<file path="src/rtl/io_port_bridge_pkg.sv">
// ============================================================================
// Module : io_port_pkg
// Brief  : Shared types and default sizes for the CPU I/O port bridge.
// Rev    : 1.0  initial release
// ============================================================================
`default_nettype none

package io_port_pkg;

   localparam int DEFAULT_WIDTH = 16;
   localparam int DEFAULT_DEPTH = 4;

   typedef enum logic [0:0] {
      RX_EMPTY = 1'b0,
      RX_FULL  = 1'b1
   } rx_state_t;

endpackage

`default_nettype wire

</file>
<file path="src/rtl/io_port_bridge_if.sv">
// ============================================================================
// Module : io_port_bridge_if
// Brief  : CPU port, tx and rx valid-ready channels of the I/O port bridge.
// Rev    : 1.0  initial release
// ============================================================================
`default_nettype none

interface io_port_bridge_if
   import io_port_pkg::*;
#(
   parameter int WIDTH = DEFAULT_WIDTH
);
   logic [WIDTH-1:0] cpu_out;
   logic             cpu_out_wr;
   logic [WIDTH-1:0] cpu_in;
   logic             cpu_in_ack;
   logic             cpu_in_valid;
   logic [WIDTH-1:0] tx_data;
   logic             tx_valid;
   logic             tx_ready;
   logic [WIDTH-1:0] rx_data;
   logic             rx_valid;
   logic             rx_ready;
   logic [7:0]       ovf_count;

   // slave is the bridge itself; master is the CPU/link environment around it
   modport slave (
      input  cpu_out, cpu_out_wr, cpu_in_ack, tx_ready, rx_data, rx_valid,
      output cpu_in, cpu_in_valid, tx_data, tx_valid, rx_ready, ovf_count
   );

   modport master (
      output cpu_out, cpu_out_wr, cpu_in_ack, tx_ready, rx_data, rx_valid,
      input  cpu_in, cpu_in_valid, tx_data, tx_valid, rx_ready, ovf_count
   );

endinterface

`default_nettype wire

</file>
<file path="src/rtl/io_port_bridge_fifo.sv">
// ============================================================================
// Module : io_port_fifo
// Brief  : Outgoing queue; caller guarantees push only when space, pop only when non-empty.
// Rev    : 1.0  initial release
// ============================================================================
`default_nettype none

module io_port_fifo #(
   parameter int WIDTH = 16,
   parameter int DEPTH = 4
) (
   input  wire logic             clk,
   input  wire logic             reset,
   input  wire logic             i_push,
   input  wire logic [WIDTH-1:0] i_data,
   input  wire logic             i_pop,
   output logic      [WIDTH-1:0] o_data,
   output logic                  o_full,
   output logic                  o_empty
);
   localparam int AW = $clog2(DEPTH);
   localparam int CW = AW + 1;

   logic [WIDTH-1:0] r_mem [DEPTH];
   logic [AW-1:0]    r_wr_ptr;
   logic [AW-1:0]    r_rd_ptr;
   logic [CW-1:0]    r_count;

   always_ff @(posedge clk or negedge reset) begin
      if (!reset) begin
         for (int i = 0; i < DEPTH; i++) begin
            r_mem[i] <= '0;
         end
         r_wr_ptr <= '0;
         r_rd_ptr <= '0;
         r_count  <= '0;
      end else begin
         if (i_push) begin
            r_mem[r_wr_ptr] <= i_data;
            r_wr_ptr        <= r_wr_ptr + AW'(1);
         end
         if (i_pop) begin
            r_rd_ptr <= r_rd_ptr + AW'(1);
         end
         case ({i_push, i_pop})
            2'b10:   r_count <= r_count + CW'(1);
            2'b01:   r_count <= r_count - CW'(1);
            default: r_count <= r_count;
         endcase
      end
   end

   assign o_data  = r_mem[r_rd_ptr];
   assign o_full  = (r_count == CW'(DEPTH));
   assign o_empty = (r_count == '0);

endmodule

`default_nettype wire

</file>
<file path="src/rtl/io_port_bridge.sv">
// ============================================================================
// Module : io_port_bridge
// Brief  : CPU out-port to tx FIFO, rx channel to one-word CPU in-port holder.
//          IO_PORT_BRIDGE_OVF_CNT_EN enables the saturating dropped-write counter.
// Rev    : 1.0  initial release
// ============================================================================
`default_nettype none

module io_port_bridge
   import io_port_pkg::*;
#(
   parameter int WIDTH = DEFAULT_WIDTH,
   parameter int DEPTH = DEFAULT_DEPTH
) (
   input  wire logic  clk,
   input  wire logic  reset,
   io_port_bridge_if.slave bus
);
   logic             w_full;
   logic             w_empty;
   logic             w_pop;
   logic             w_push;
   logic [WIDTH-1:0] w_head;

   rx_state_t        r_state;
   rx_state_t        w_next;
   logic [WIDTH-1:0] r_cpu_in;

   // A full queue still accepts a write when its head leaves in the same cycle
   assign w_pop  = !w_empty && bus.tx_ready;
   assign w_push = bus.cpu_out_wr && (!w_full || w_pop);

   io_port_fifo #(
      .WIDTH (WIDTH),
      .DEPTH (DEPTH)
   ) u_fifo (
      .clk     (clk),
      .reset   (reset),
      .i_push  (w_push),
      .i_data  (bus.cpu_out),
      .i_pop   (w_pop),
      .o_data  (w_head),
      .o_full  (w_full),
      .o_empty (w_empty)
   );

   assign bus.tx_valid = !w_empty;
   assign bus.tx_data  = w_head;

   always_ff @(posedge clk or negedge reset) begin
      if (!reset) begin
         r_state  <= RX_EMPTY;
         r_cpu_in <= '0;
      end else begin
         r_state <= w_next;
         if (r_state == RX_EMPTY && bus.rx_valid) begin
            r_cpu_in <= bus.rx_data;
         end
      end
   end

   always_comb begin
      w_next = r_state;
      case (r_state)
         RX_EMPTY: if (bus.rx_valid)   w_next = RX_FULL;
         RX_FULL:  if (bus.cpu_in_ack) w_next = RX_EMPTY;
         default:  w_next = RX_EMPTY;
      endcase
   end

   assign bus.rx_ready     = (r_state == RX_EMPTY);
   assign bus.cpu_in_valid = (r_state == RX_FULL);
   assign bus.cpu_in       = r_cpu_in;

`ifdef IO_PORT_BRIDGE_OVF_CNT_EN
   logic [7:0] r_ovf_count;
   logic       w_drop;

   assign w_drop = bus.cpu_out_wr && w_full && !w_pop;

   always_ff @(posedge clk or negedge reset) begin
      if (!reset) begin
         r_ovf_count <= '0;
      end else if (w_drop && r_ovf_count != 8'hFF) begin
         r_ovf_count <= r_ovf_count + 8'd1;
      end
   end

   assign bus.ovf_count = r_ovf_count;
`else
   assign bus.ovf_count = '0;
`endif

endmodule

`default_nettype wire

</file>
<file path="src/flat_wrapper.sv">
// flat-port wrapper written by rule: the top's interface ports become plain ports
module io_port_bridge_flat import io_port_pkg::*;
#(
   parameter int WIDTH = DEFAULT_WIDTH,
   parameter int DEPTH = DEFAULT_DEPTH
)
  (clk, reset, bus_cpu_out, bus_cpu_out_wr, bus_cpu_in_ack, bus_tx_ready, bus_rx_data, bus_rx_valid, bus_cpu_in, bus_cpu_in_valid, bus_tx_data, bus_tx_valid, bus_rx_ready, bus_ovf_count);
  io_port_bridge_if #(.WIDTH(WIDTH)) bus_i ();
  input  wire logic clk;
  input  wire logic reset;
  input wire logic [$bits(bus_i.cpu_out)-1:0] bus_cpu_out;
  input wire logic [$bits(bus_i.cpu_out_wr)-1:0] bus_cpu_out_wr;
  input wire logic [$bits(bus_i.cpu_in_ack)-1:0] bus_cpu_in_ack;
  input wire logic [$bits(bus_i.tx_ready)-1:0] bus_tx_ready;
  input wire logic [$bits(bus_i.rx_data)-1:0] bus_rx_data;
  input wire logic [$bits(bus_i.rx_valid)-1:0] bus_rx_valid;
  output wire logic [$bits(bus_i.cpu_in)-1:0] bus_cpu_in;
  output wire logic [$bits(bus_i.cpu_in_valid)-1:0] bus_cpu_in_valid;
  output wire logic [$bits(bus_i.tx_data)-1:0] bus_tx_data;
  output wire logic [$bits(bus_i.tx_valid)-1:0] bus_tx_valid;
  output wire logic [$bits(bus_i.rx_ready)-1:0] bus_rx_ready;
  output wire logic [$bits(bus_i.ovf_count)-1:0] bus_ovf_count;
  assign bus_i.cpu_out = bus_cpu_out;
  assign bus_i.cpu_out_wr = bus_cpu_out_wr;
  assign bus_i.cpu_in_ack = bus_cpu_in_ack;
  assign bus_i.tx_ready = bus_tx_ready;
  assign bus_i.rx_data = bus_rx_data;
  assign bus_i.rx_valid = bus_rx_valid;
  assign bus_cpu_in = bus_i.cpu_in;
  assign bus_cpu_in_valid = bus_i.cpu_in_valid;
  assign bus_tx_data = bus_i.tx_data;
  assign bus_tx_valid = bus_i.tx_valid;
  assign bus_rx_ready = bus_i.rx_ready;
  assign bus_ovf_count = bus_i.ovf_count;
  io_port_bridge #(.WIDTH(WIDTH), .DEPTH(DEPTH)) u_core (.clk(clk), .reset(reset), .bus(bus_i));
endmodule
</file>
<file path="config.mk">
export PLATFORM = sky130hd
export DESIGN_NAME = io_port_bridge_flat
export DESIGN_NICKNAME = d
export VERILOG_FILES = /design/src/rtl/io_port_bridge_pkg.sv /design/src/rtl/io_port_bridge_if.sv /design/src/rtl/io_port_bridge_fifo.sv /design/src/rtl/io_port_bridge.sv /design/src/flat_wrapper.sv
export SDC_FILE = /design/constraint.sdc
export NUM_CORES = 1
export LEC_CHECK = 0
export CAP_MARGIN = 5
export CORE_ASPECT_RATIO = 1.4
export CORE_MARGIN = 5
export CORE_UTILIZATION = 39
export DETAILED_ROUTE_END_ITERATION = 16
export MAX_ROUTING_LAYER = met4
export PLACE_DENSITY = 0.71
export SKIP_CTS_REPAIR_TIMING = 1
export SLEW_MARGIN = 10
export SYNTH_ARGS = -nofsm -noshare
export SYNTH_HDL_FRONTEND = slang
export SYNTH_SLANG_ARGS = --single-unit
export TNS_END_PERCENT = 5
</file>
<file path="constraint.sdc">
create_clock -name clk -period 3.21 [get_ports clk]
set_input_delay 0.642 -clock clk [delete_from_list [all_inputs] [get_ports clk]]
set_output_delay 0.642 -clock clk [all_outputs]
set_load 0.03 [all_outputs]
</file>
# Yosys cells after proc, flatten, opt, wreduce, memory -nomap -nowiden
# Index checks and enable logic that the tools add are counted.
dict set report totals {
  register_bits 88
  latch_bits 0
  ramBits 0
  rom_bits 0
  in_bits 38
  output_inout_bits 43
  wordCells 41
  mem_count 0
}
dict set report op_classes {
  addsub 4
  multipliers 0
  div_mod_pow 0
  magnitude_cmp 3
  n_eq_ne 3
  shifts 0
  n_mux 10
  bitwise_logic 3
  reduce_logical 9
}
# op n
set op_table {}
lappend op_table {{64-bit bitwise mux} 1}
lappend op_table {{16-bit two-way mux} 3}
lappend op_table {{16-bit binary-select mux with 2-bit select} 1}
lappend op_table {{16-bit demux with 2-bit select} 1}
lappend op_table {{3-bit >= comparator, second input constant} 2}
lappend op_table {{2-bit NOT with 3-bit output} 2}
lappend op_table {{3-bit one-hot mux with 2 select lines} 1}
lappend op_table {{2-bit by 1-bit adder with 2-bit output, second input constant} 2}
lappend op_table {{1-bit logical AND} 4}
lappend op_table {{3-bit by 1-bit adder with 3-bit output, second input constant} 1}
lappend op_table {{3-bit equality test, second input constant} 1}
lappend op_table {{3-bit zero test} 1}
lappend op_table {{3-bit by 1-bit < comparator with 1-bit output, second input constant} 1}
lappend op_table {{3-bit by 1-bit subtractor with 3-bit output, second input constant} 1}
lappend op_table {{2-bit by 1-bit equality test with 1-bit output, second input constant} 1}
lappend op_table {{2-bit equality test, second input constant} 1}
lappend op_table {{1-bit zero test} 2}
lappend op_table {{1-bit two-way mux} 2}
lappend op_table {{1-bit one-hot mux with 2 select lines} 1}
lappend op_table {{2-bit nonzero test} 1}
lappend op_table {{1-bit logical OR} 1}
lappend op_table {{1-bit NOT} 1}

# Depth between registers and ports, before layout
# Gate-level depths: netlist of the first run.
dict set report logic_depth {
  depth_word 7
  depth_mapped 8
  mapped_depth_nobuf 8
}

# By module
# A second synthesis of the first run with hierarchy kept.
dict set report unflattened {
  hier_cells 240
  hier_area_um2 4136.5
}
# mod n_inst cells_each area_each_um2 seq_area_each_um2
set modules_own_cells {}
lappend modules_own_cells {io_port_fifo 1 189 3372.0 1776.7}
lappend modules_own_cells {io_port_bridge 1 51 764.5 425.4}

# Worst setup path before layout of the first run
# Ideal clock, no wire load.
dict set report synth_path {
  kind {input to register}
  from {in bus_tx_ready}
  to {reg u_core.u_fifo.r_count[2]}
  setup_time_ps 79
  arrival_ps 2186
  required_time_ps 3131
  path_slack_ps 945
  cell_stages 8
  n_path_buf 0
  cell_sequence {nor4b_4 > nand2b_1 > ha_1 > inv_1 > fa_1 > xor2_1 > nor2_1 > xor2_1}
}
dict set report synth_between {
  elab_chain_len 5
  elab_cells_between_ends 7
  classes_between {eq/ne: 2; mux: 1; reduce/logical: 4}
}
# element line
set synth_rtl {}
lappend synth_rtl {{start: declaration} flat_wrapper.sv:14} ;# input wire logic [$bits(bus_i.tx_ready)-1:0] bus_tx_ready;
lappend synth_rtl {{1-bit logical AND *} io_port_bridge.sv:30} ;# assign w_pop = !w_empty && bus.tx_ready;
lappend synth_rtl {{1-bit logical OR} io_port_bridge.sv:31} ;# assign w_push = bus.cpu_out_wr && (!w_full || w_pop);
lappend synth_rtl {{1-bit logical AND} io_port_bridge.sv:31}
lappend synth_rtl {{2-bit by 1-bit equality test with 1-bit output / 2-bit equality test (equally long branches)} io_port_bridge_fifo.sv:45} ;# case ({i_push, i_pop})
lappend synth_rtl {{3-bit one-hot mux with 2 select lines / 2-bit nonzero test (equally long branches)} n/a}
lappend synth_rtl {{end signal: assignment} io_port_bridge_fifo.sv:46} ;# 2'b10: r_count <= r_count + CW'(1);
lappend synth_rtl {{end signal: assignment} io_port_bridge_fifo.sv:47} ;# 2'b01: r_count <= r_count - CW'(1);
lappend synth_rtl {{end signal: assignment} io_port_bridge_fifo.sv:48} ;# default: r_count <= r_count;
lappend synth_rtl {{end: declaration} io_port_bridge_fifo.sv:27} ;# logic [CW-1:0] r_count;
# Mark *: on every way between the ends. The rest lies on a longest branch, timed or not.
# A chain may end at the register's enable or synchronous reset.

# Worst setup path after layout of the first run
dict set report layout_path {
  from {reg u_core.u_fifo.r_rd_ptr[0]}
  to {out bus_tx_data[1]}
}
dict set report layout_between {
  elab_chain_len 4
}
# element line
set layout_rtl {}
lappend layout_rtl {{start: declaration} io_port_bridge_fifo.sv:26} ;# logic [AW-1:0] r_rd_ptr;
lappend layout_rtl {{start signal: assignment} io_port_bridge_fifo.sv:43} ;# r_rd_ptr <= r_rd_ptr + AW'(1);
lappend layout_rtl {{2-bit NOT with 3-bit output (not written as such)} io_port_bridge_fifo.sv:53} ;# assign o_data = r_mem[r_rd_ptr];
lappend layout_rtl {{16-bit binary-select mux with 2-bit select} io_port_bridge_fifo.sv:53}
lappend layout_rtl {{16-bit two-way mux (not written as such) (2 in a row)} io_port_bridge_fifo.sv:53}
lappend layout_rtl {{end: declaration} flat_wrapper.sv:19} ;# output wire logic [$bits(bus_i.tx_data)-1:0] bus_tx_data;
# No other way between the ends. The select of a mux whose other input is x is not followed.

==> key figures, run 1 <==
Run status
  – Result of the run: finished clean

Synth
  – Share of the synthesized area in compound gates (AO/OA/AOI/OAI): 0.00419
  – Fraction of the mapped netlist area in adder cells: 0.0213
  – Seq/Total Area, Yosys: 0.567
  – Post-synthesis cell area: 3880 um2
  – Largest family of logic cells by synthesized area: multiplexers
  – Number of distinct library cell variants in the gate-level netlist after synthesis: 23
  – Number of instances in the synthesized netlist: 239
  – Warning count from the yosys run: 0
  – Basic-gate share of the synthesized area counting and, or, nand and nor cells: 0.0232
  – Parity-gate share of the synthesized area counting xor and xnor cells: 0.0135
  – Mux share of post-synthesis cell area: 0.330
  – Synthesized area divided by synthesized cell count: 16.3 um2
  – Register bit count reported by yosys: 88

Place
  – Worst slack at placement: 311 ps
  – Routability congestion estimate from global placement: 0.687
  – Dpl hpwl: 5400 um
  – Post-Place Cells: 443
  – PortBufs: 72

Critical path
  – Delay of the slowest cell on the worst path: 620 ps
  – Critical-path maximum fanout: 11
  – Cell depth of the worst flop-to-flop path: 8
  – CP Depth: 3
  – Data arrival at the endpoint of the critical path: 2080 ps
  – Series of cell instances along the critical path: buf_4 -> mux4_2 -> clkdlybuf4s50_1
  – Critical path startpoint category: flop
  – Cell with the largest stage delay on the worst path: sky130_fd_sc_hd__clkdlybuf4s50_1
  – Worst path top cell family by delay: buffers and inverters
  – Type of element capturing the critical path: primary output
  – Critical path buffer and inverter count: 2
  – Worst endpoint required time: 2570 ps
  – Crit path kind: reg2out
  – Worst reg-to-reg setup slack: 950 ps

Clock tree
  – Clock root buffer: sky130_fd_sc_hd__clkbuf_16
  – Clock network latency to the later pin of the worst-skew pair: 330 ps
  – Reg clk slew, reported paths: 60 ps
  – Number of levels the H-tree was split into: 3
  – Total clock buffers created by CTS: 9
  – Number of clock sinks: 88
  – CTS tree: yes
  – Max clock buf depth: 2

Floorplan
  – I/O Pins: 81
  – Starting density of the core: 0.395
  – Width of the chip: 94.4 um
  – Total number of placement rows: 43
  – Total core area: 9850 um2
  – Height of the chip: 128 um
  – Overall die area: 12100 um2

STA
  – Period minus WS final: 2720 ps
  – Maximum achievable frequency: 367 MHz
  – Setup repair after global routing missed its margin: no
  – Transition time at the pin with the least slew margin: 523 ps
  – Worst slew margin relative to its limit: 0.651
  – Total Neg Setup Slack: 0 ps
  – Clock Skews: 4.41 ps
  – Count of final hold-check violations: 0
  – Number of failing setup endpoints in the final timing report: 0
  – Count of pins over their slew limit: 0
  – Worst-case setup margin in the final layout: 486 ps
  – Period utilization: 0.849

Cells and area
  – Total Nets Final: 364
  – Fraction of layout instances using a drive strength above 1: 0.386
  – Count of non-filler cells in the finished layout: 459
  – Number of diodes added for antenna fixing: 0
  – Total of fill cells in the finished design: 838
  – Growth of design area from synthesis to finish: 30.4%

Flow run
  – Max-cap violation count: 0

Detailed routing
  – Total iterations of the first detailed-routing run: 4
  – ANT nets after route: 0
  – Post-route DRC violation count: 0
  – Average wire per standard cell: 16.9 um
  – Starting DRC count in detailed routing: 52
  – DR vias: 2171
  – Final routed wirelength across all metal layers: 7760 um
  – Ratio of routed vias to standard cells: 4.73

Hold path
  – Type of the worst min-delay path: in2async

GRT
  – Global-route wire length before repair: 12900 um
  – GR Util All Layers: 0.146
  – Maximum number of pins on one net before global-route repair: 89
  – Number of global-route vias before repair: 2471
  – Total overflow reported by the global router: 0
  – Initial antenna violation count: 0

Power
  – Largest voltage drop on the vdd net: 496 uV
  – LEAKAGE: 2.09 nW
  – Pwr/cell area: 1080 nW/um2
-- report_power, final --
part	internal, W	leakage [nW]	switching [W]
Clock	0.000619	0.139	0.000400
Combinational	0.00138	0.916	0.00120
Sequential	0.00162	1.04	0.000274
-- logic make-up (layout without fill, tap and decap cells) --
logic type      after synthesis  after routing
compound gates                2              2
buf+inv                      24            102
mux                          98             98
flops                        88             88
xor+xnor                      6              6
fa+ha+maj                     6              6
other cells                   1              8
simple gates                 14             14
-- synthesized netlist by cell type --
cell                       instances  share of area
sky130_fd_sc_hd__buf_2             4         0.0052
sky130_fd_sc_hd__buf_4             8          0.015
sky130_fd_sc_hd__buf_6             4          0.012
sky130_fd_sc_hd__clkbuf_1          2         0.0019
sky130_fd_sc_hd__conb_1            1        0.00097
sky130_fd_sc_hd__dfrtp_1          88           0.57
sky130_fd_sc_hd__fa_1              1         0.0052
sky130_fd_sc_hd__ha_1              5          0.016
sky130_fd_sc_hd__inv_1             6         0.0058
sky130_fd_sc_hd__mux2_2           81           0.23
sky130_fd_sc_hd__mux2i_1           1         0.0026
sky130_fd_sc_hd__mux4_2           16          0.093
sky130_fd_sc_hd__nand2_1           5         0.0048
sky130_fd_sc_hd__nand2b_1          1         0.0016
sky130_fd_sc_hd__nor2_1            1        0.00097
sky130_fd_sc_hd__nor2_2            4         0.0064
sky130_fd_sc_hd__nor2b_1           1         0.0016
sky130_fd_sc_hd__nor4b_4           1         0.0061
sky130_fd_sc_hd__o21bai_1          1         0.0019
sky130_fd_sc_hd__o31a_1            1         0.0023
sky130_fd_sc_hd__or3_1             1         0.0016
sky130_fd_sc_hd__xnor2_1           3         0.0068
sky130_fd_sc_hd__xor2_1            3         0.0068
-- through the flow --
stage	total power [W]	util	hold slack, ps	cell area, um2
4_1_cts	0.00558	0.512	503	5040
3_5_place_dp	0.00453	0.483	490	4750
6_report	0.00549	0.515	228	5070
5_1_grt	0.00581	0.515	238	5070
3_3_place_gp	0.00446	0.483	484	4750
2_1_floorplan	0.00364	-	346	3910
-- cells in the final DEF, fill, tap and decap left out, drive strengths merged --
cell           instances
dfrtp                 88
mux2                  81
clkdlybuf4s50         71
mux4                  16
clkbuf                12
buf                   10
conb                   8
inv                    6
nand2                  5
ha                     5
nor2                   5
xnor2                  3
xor2                   3
o31a                   1
or3                    1
nor4b                  1
nand2b                 1
nor2b                  1
o21bai                 1
mux2i                  1
fa                     1
bufinv                 1
clkinv                 1
clkinvlp               1
-- path summary, 6_finish.rpt --
kind                                                 from                  endpoint
worst max-delay path            u_core.u_fifo.r_rd_ptr[0]            bus_tx_data[1]
worst min-delay path                                reset      u_core.bus.cpu_in[8]
worst max register to register   u_core.u_fifo.r_count[0]  u_core.u_fifo.r_count[2]
worst min register to register    u_core.u_fifo.r_mem[29]   u_core.u_fifo.r_mem[29]
max in group asynchronous                           reset   u_core.u_fifo.r_mem[15]
min in group clk                  u_core.u_fifo.r_mem[29]   u_core.u_fifo.r_mem[29]
-- metal layers --
layer,global-route usage,routed length [um],up-vias
li1,-,-,1000
met1,0.179,3290,1123
met2,0.236,4070,38
met3,0.0376,295,10
met4,0.0459,108,0
met5,-,0,-
-- layout make-up --
cell class | instances | area [um2] | share of cell area
clock buffers | 12 | 246 | 0.0486
clock inverters | 3 | 42.5 | 0.00840
inverters | 6 | 22.5 | 0.00444
multi-input cells | 134 | 1550 | 0.307
flip-flops and latches | 88 | 2200 | 0.435
well taps | 135 | 169 | 0.0333
repair buffers | 81 | 831 | 0.164
-- flip-flops by register name, indices dropped and copies added, names as in the netlist --
signal / count
u_core.u_fifo.r_count: 3
u_core.u_fifo.r_rd_ptr: 2
u_core.u_fifo.r_wr_ptr: 2
u_core.bus.cpu_in_valid: 1
u_core.u_fifo.r_mem: 64
u_core.bus.cpu_in: 16
No activity file was read; power rests on OpenSTA's default activity.
==> inputs of run 2 (changes only) <==
- clock period: 3.21 -> 2.6 ns (I/O delays scaled with it)
==> run 2 against run 1 <==
Against the previous run: non-clock buffer count grew 8; clock skew grew 1.5 ps; clock power grew 28%; die area is the same; utilization grew 0.95 points; wire length grew 0.54%; register-to-register slack lost 360 ps; via count grew 3.2%; critical endpoint is now bus_tx_valid; largest power group unchanged.
==> key figures, run 2 (synthesis results as in run 1) <==
Cells and area
  – Growth of design area from synthesis to finish: 32.9% (was 30.4%)
  – Fraction of layout instances using a drive strength above 1: 0.411 (was 0.386)
  – Top register by number of flip-flops: u_core.u_fifo.r_mem (unchanged)
  – Most common cell after layout, fill and taps aside: sky130_fd_sc_hd__dfrtp_1 (unchanged)
  – Most frequent cells in the layout: sky130_fd_sc_hd__dfrtp_1, sky130_fd_sc_hd__mux2_2, sky130_fd_sc_hd__clkdlybuf4s50_1 (unchanged)
  – Total Nets Final: 372 (was 364)
  – Fraction of the core area covered by cells at the end of the flow: 0.524 (was 0.515)
  – Multi-input combinational cell area: 1550 um2 (unchanged)
  – Area used by sequential logic in the layout: 2200 um2 (unchanged)
  – Max reg flops: 64 (unchanged)
  – Total of fill cells in the finished design: 831 (was 838)
  – Number of diodes added for antenna fixing: 0 (unchanged)

STA
  – Count of pins over their slew limit: 0 (unchanged)
  – Period minus WS final: 2290 ps
  – Clock Skews: 5.91 ps (was 4.41 ps)
  – Number of failing setup endpoints in the final timing report: 0 (unchanged)
  – Count of final hold-check violations: 0 (unchanged)
  – Worst Hold Margin: 105 ps (was 228 ps)
  – Maximum achievable frequency: 438 MHz
  – Period utilization: 0.879
  – Setup repair after global routing missed its margin: no (unchanged)
  – Total Neg Setup Slack: 0 ps (unchanged)

Power
  – Pwr/cell area: 1320 nW/um2 (was 1080 nW/um2)
  – LEAKAGE: 2.29 nW (was 2.09 nW)
  – Overall power: 0.00683 W (was 0.00549 W)
  – Largest voltage drop on the vdd net: 744 uV (was 496 uV)

Detailed routing
  – Starting DRC count in detailed routing: 71 (was 52)
  – Ratio of routed vias to standard cells: 4.79 (was 4.73)
  – Average wire per standard cell: 16.7 um (was 16.9 um)
  – Total iterations of the first detailed-routing run: 4 (unchanged)
  – DR vias: 2240 (was 2171)
  – ANT nets after route: 0 (unchanged)
  – Final routed wirelength across all metal layers: 7810 um (was 7760 um)
  – Post-route DRC violation count: 0 (unchanged)

Clock tree
  – Number of clock sinks: 88 (unchanged)
  – Clock network latency to the later pin of the worst-skew pair: 330 ps (about the same)
  – Reg clk slew, reported paths: 60 ps (about the same)
  – Total clock buffers created by CTS: 9 (unchanged)
  – Max clock buf depth: 2 (unchanged)
  – Clock root buffer: sky130_fd_sc_hd__clkbuf_16 (unchanged)
  – CTS tree: yes (unchanged)
  – Number of levels the H-tree was split into: 3 (unchanged)

Floorplan
  – Height of the chip: 128 um (unchanged)
  – Total core area: 9850 um2 (unchanged)
  – Total number of placement rows: 43 (unchanged)
  – Overall die area: 12100 um2 (unchanged)
  – Starting density of the core: 0.395 (unchanged)
  – I/O Pins: 81 (unchanged)
  – Width of the chip: 94.4 um (unchanged)

Critical path
  – Data arrival at the endpoint of the critical path: 1770 ps (was 2080 ps)
  – Worst endpoint required time: 2080 ps (was 2570 ps)
  – Critical path startpoint category: flop (unchanged)
  – Critical-path maximum fanout: 4 (was 11)
  – Delay of the slowest cell on the worst path: 600 ps (was 620 ps)
  – Cell with the largest stage delay on the worst path: sky130_fd_sc_hd__clkdlybuf4s50_1 (unchanged)
  – Worst reg-to-reg setup slack: 590 ps (was 950 ps)
  – Crit path kind: reg2out (unchanged)
  – Type of element capturing the critical path: primary output (unchanged)
  – Cell depth of the worst flop-to-flop path: 8 (unchanged)
  – Series of cell instances along the critical path: or3_1 -> clkdlybuf4s50_1 (was buf_4 -> mux4_2 -> clkdlybuf4s50_1)

GRT
  – GR Util All Layers: 0.142 (was 0.146)
  – Total overflow reported by the global router: 0 (unchanged)
  – Global-route wire length before repair: 12800 um (was 12900 um)
  – GR Util met2: 0.239 (was 0.236)
  – Grt peak-use layer: met2 (unchanged)
  – Number of global-route vias before repair: 2526 (was 2471)
  – Initial antenna violation count: 0 (unchanged)
  – Met1 global-route usage: 0.165 (was 0.179)
  – GRT met3 Usage: 0.0335 (was 0.0376)
  – Maximum number of pins on one net before global-route repair: 45 (was 89)

Flow run
  – Max-cap violation count: 0 (unchanged)

Place
  – Routability congestion estimate from global placement: 0.728 (was 0.687)
  – Dpl hpwl: 5710 um (was 5400 um)
  – PortBufs: 72 (unchanged)

Run status
  – Result of the run: finished clean (unchanged)

Hold path
  – Type of the worst min-delay path: in2async (unchanged)
[run 2: cell count changes in the layout (fill, tap and decap cells not counted)]
cell                              delta
sky130_fd_sc_hd__buf_16              -1
sky130_fd_sc_hd__buf_4              +10
sky130_fd_sc_hd__clkbuf_1            -2
sky130_fd_sc_hd__clkbuf_8            +1
sky130_fd_sc_hd__clkdlybuf4s50_1    -16
sky130_fd_sc_hd__clkinv_2            +1
sky130_fd_sc_hd__clkinvlp_4          +1
sky130_fd_sc_hd__dlymetal6s2s_1     +15
[run 2: routing by layer]
metal	vias up	part of all wire
li1	1015	-
met1	1176	0.41
met2	39	0.53
met3	10	0.040
met4	0	0.012
met5	-	0
[run 2: area by class of cell]
class | instances | share of cell area
Clock buffer | 11 | 0.0490
Clock inverter | 5 | 0.0107
Inverter | 6 | 0.00436
Multi-Input combinational cell | 134 | 0.301
Sequential cell | 88 | 0.427
Tap cell | 135 | 0.0327
Timing Repair Buffer | 89 | 0.176
[run 2: critical path, delay by kind of cell, from the launching register on]
kind | cells | cell delay, ps
buffers and inverters | 1 | 600
AND/OR/NAND/NOR | 1 | 390
flip-flops | 1 | 440
[run 2: final timing paths]
| path | from | end |
|---|---|---|
| hold reg to reg | u_core.u_fifo.r_mem[24] | u_core.u_fifo.r_mem[24] |
| setup reg to reg | u_core.u_fifo.r_count[1] | u_core.u_fifo.r_count[2] |
| max in group asynchronous | reset | u_core.u_fifo.r_rd_ptr[0] |
| hold / removal | reset | u_core.bus.cpu_in[4] |
| setup / recovery | u_core.u_fifo.r_count[1] | bus_tx_valid |
| min in group clk | u_core.u_fifo.r_mem[24] | u_core.u_fifo.r_mem[24] |
[run 2: stage by stage]
step | instances | instance area, um2 | setup WS [ps]
final | 468 | 5160 | 315
after global routing | 468 | 5160 | 270
after CTS | 468 | 5120 | -30.6
after detailed placement | 452 | 4820 | 106
after global placement | 452 | 4820 | 142
after floorplan | 246 | 3910 | 457
[run 2: power breakdown]
| group | switching (W) | internal [W] |
|---|---|---|
| sequential | 0.000355 | 0.00200 |
| clock | 0.000517 | 0.000793 |
| combinational | 0.00147 | 0.00169 |
==> inputs of run 3 (changes only) <==
- CTS_CLUSTER_DIAMETER: not set -> 200
==> results of run 3 <==
Same layout as run 2: the final DEF is identical, and so are final timing and power.
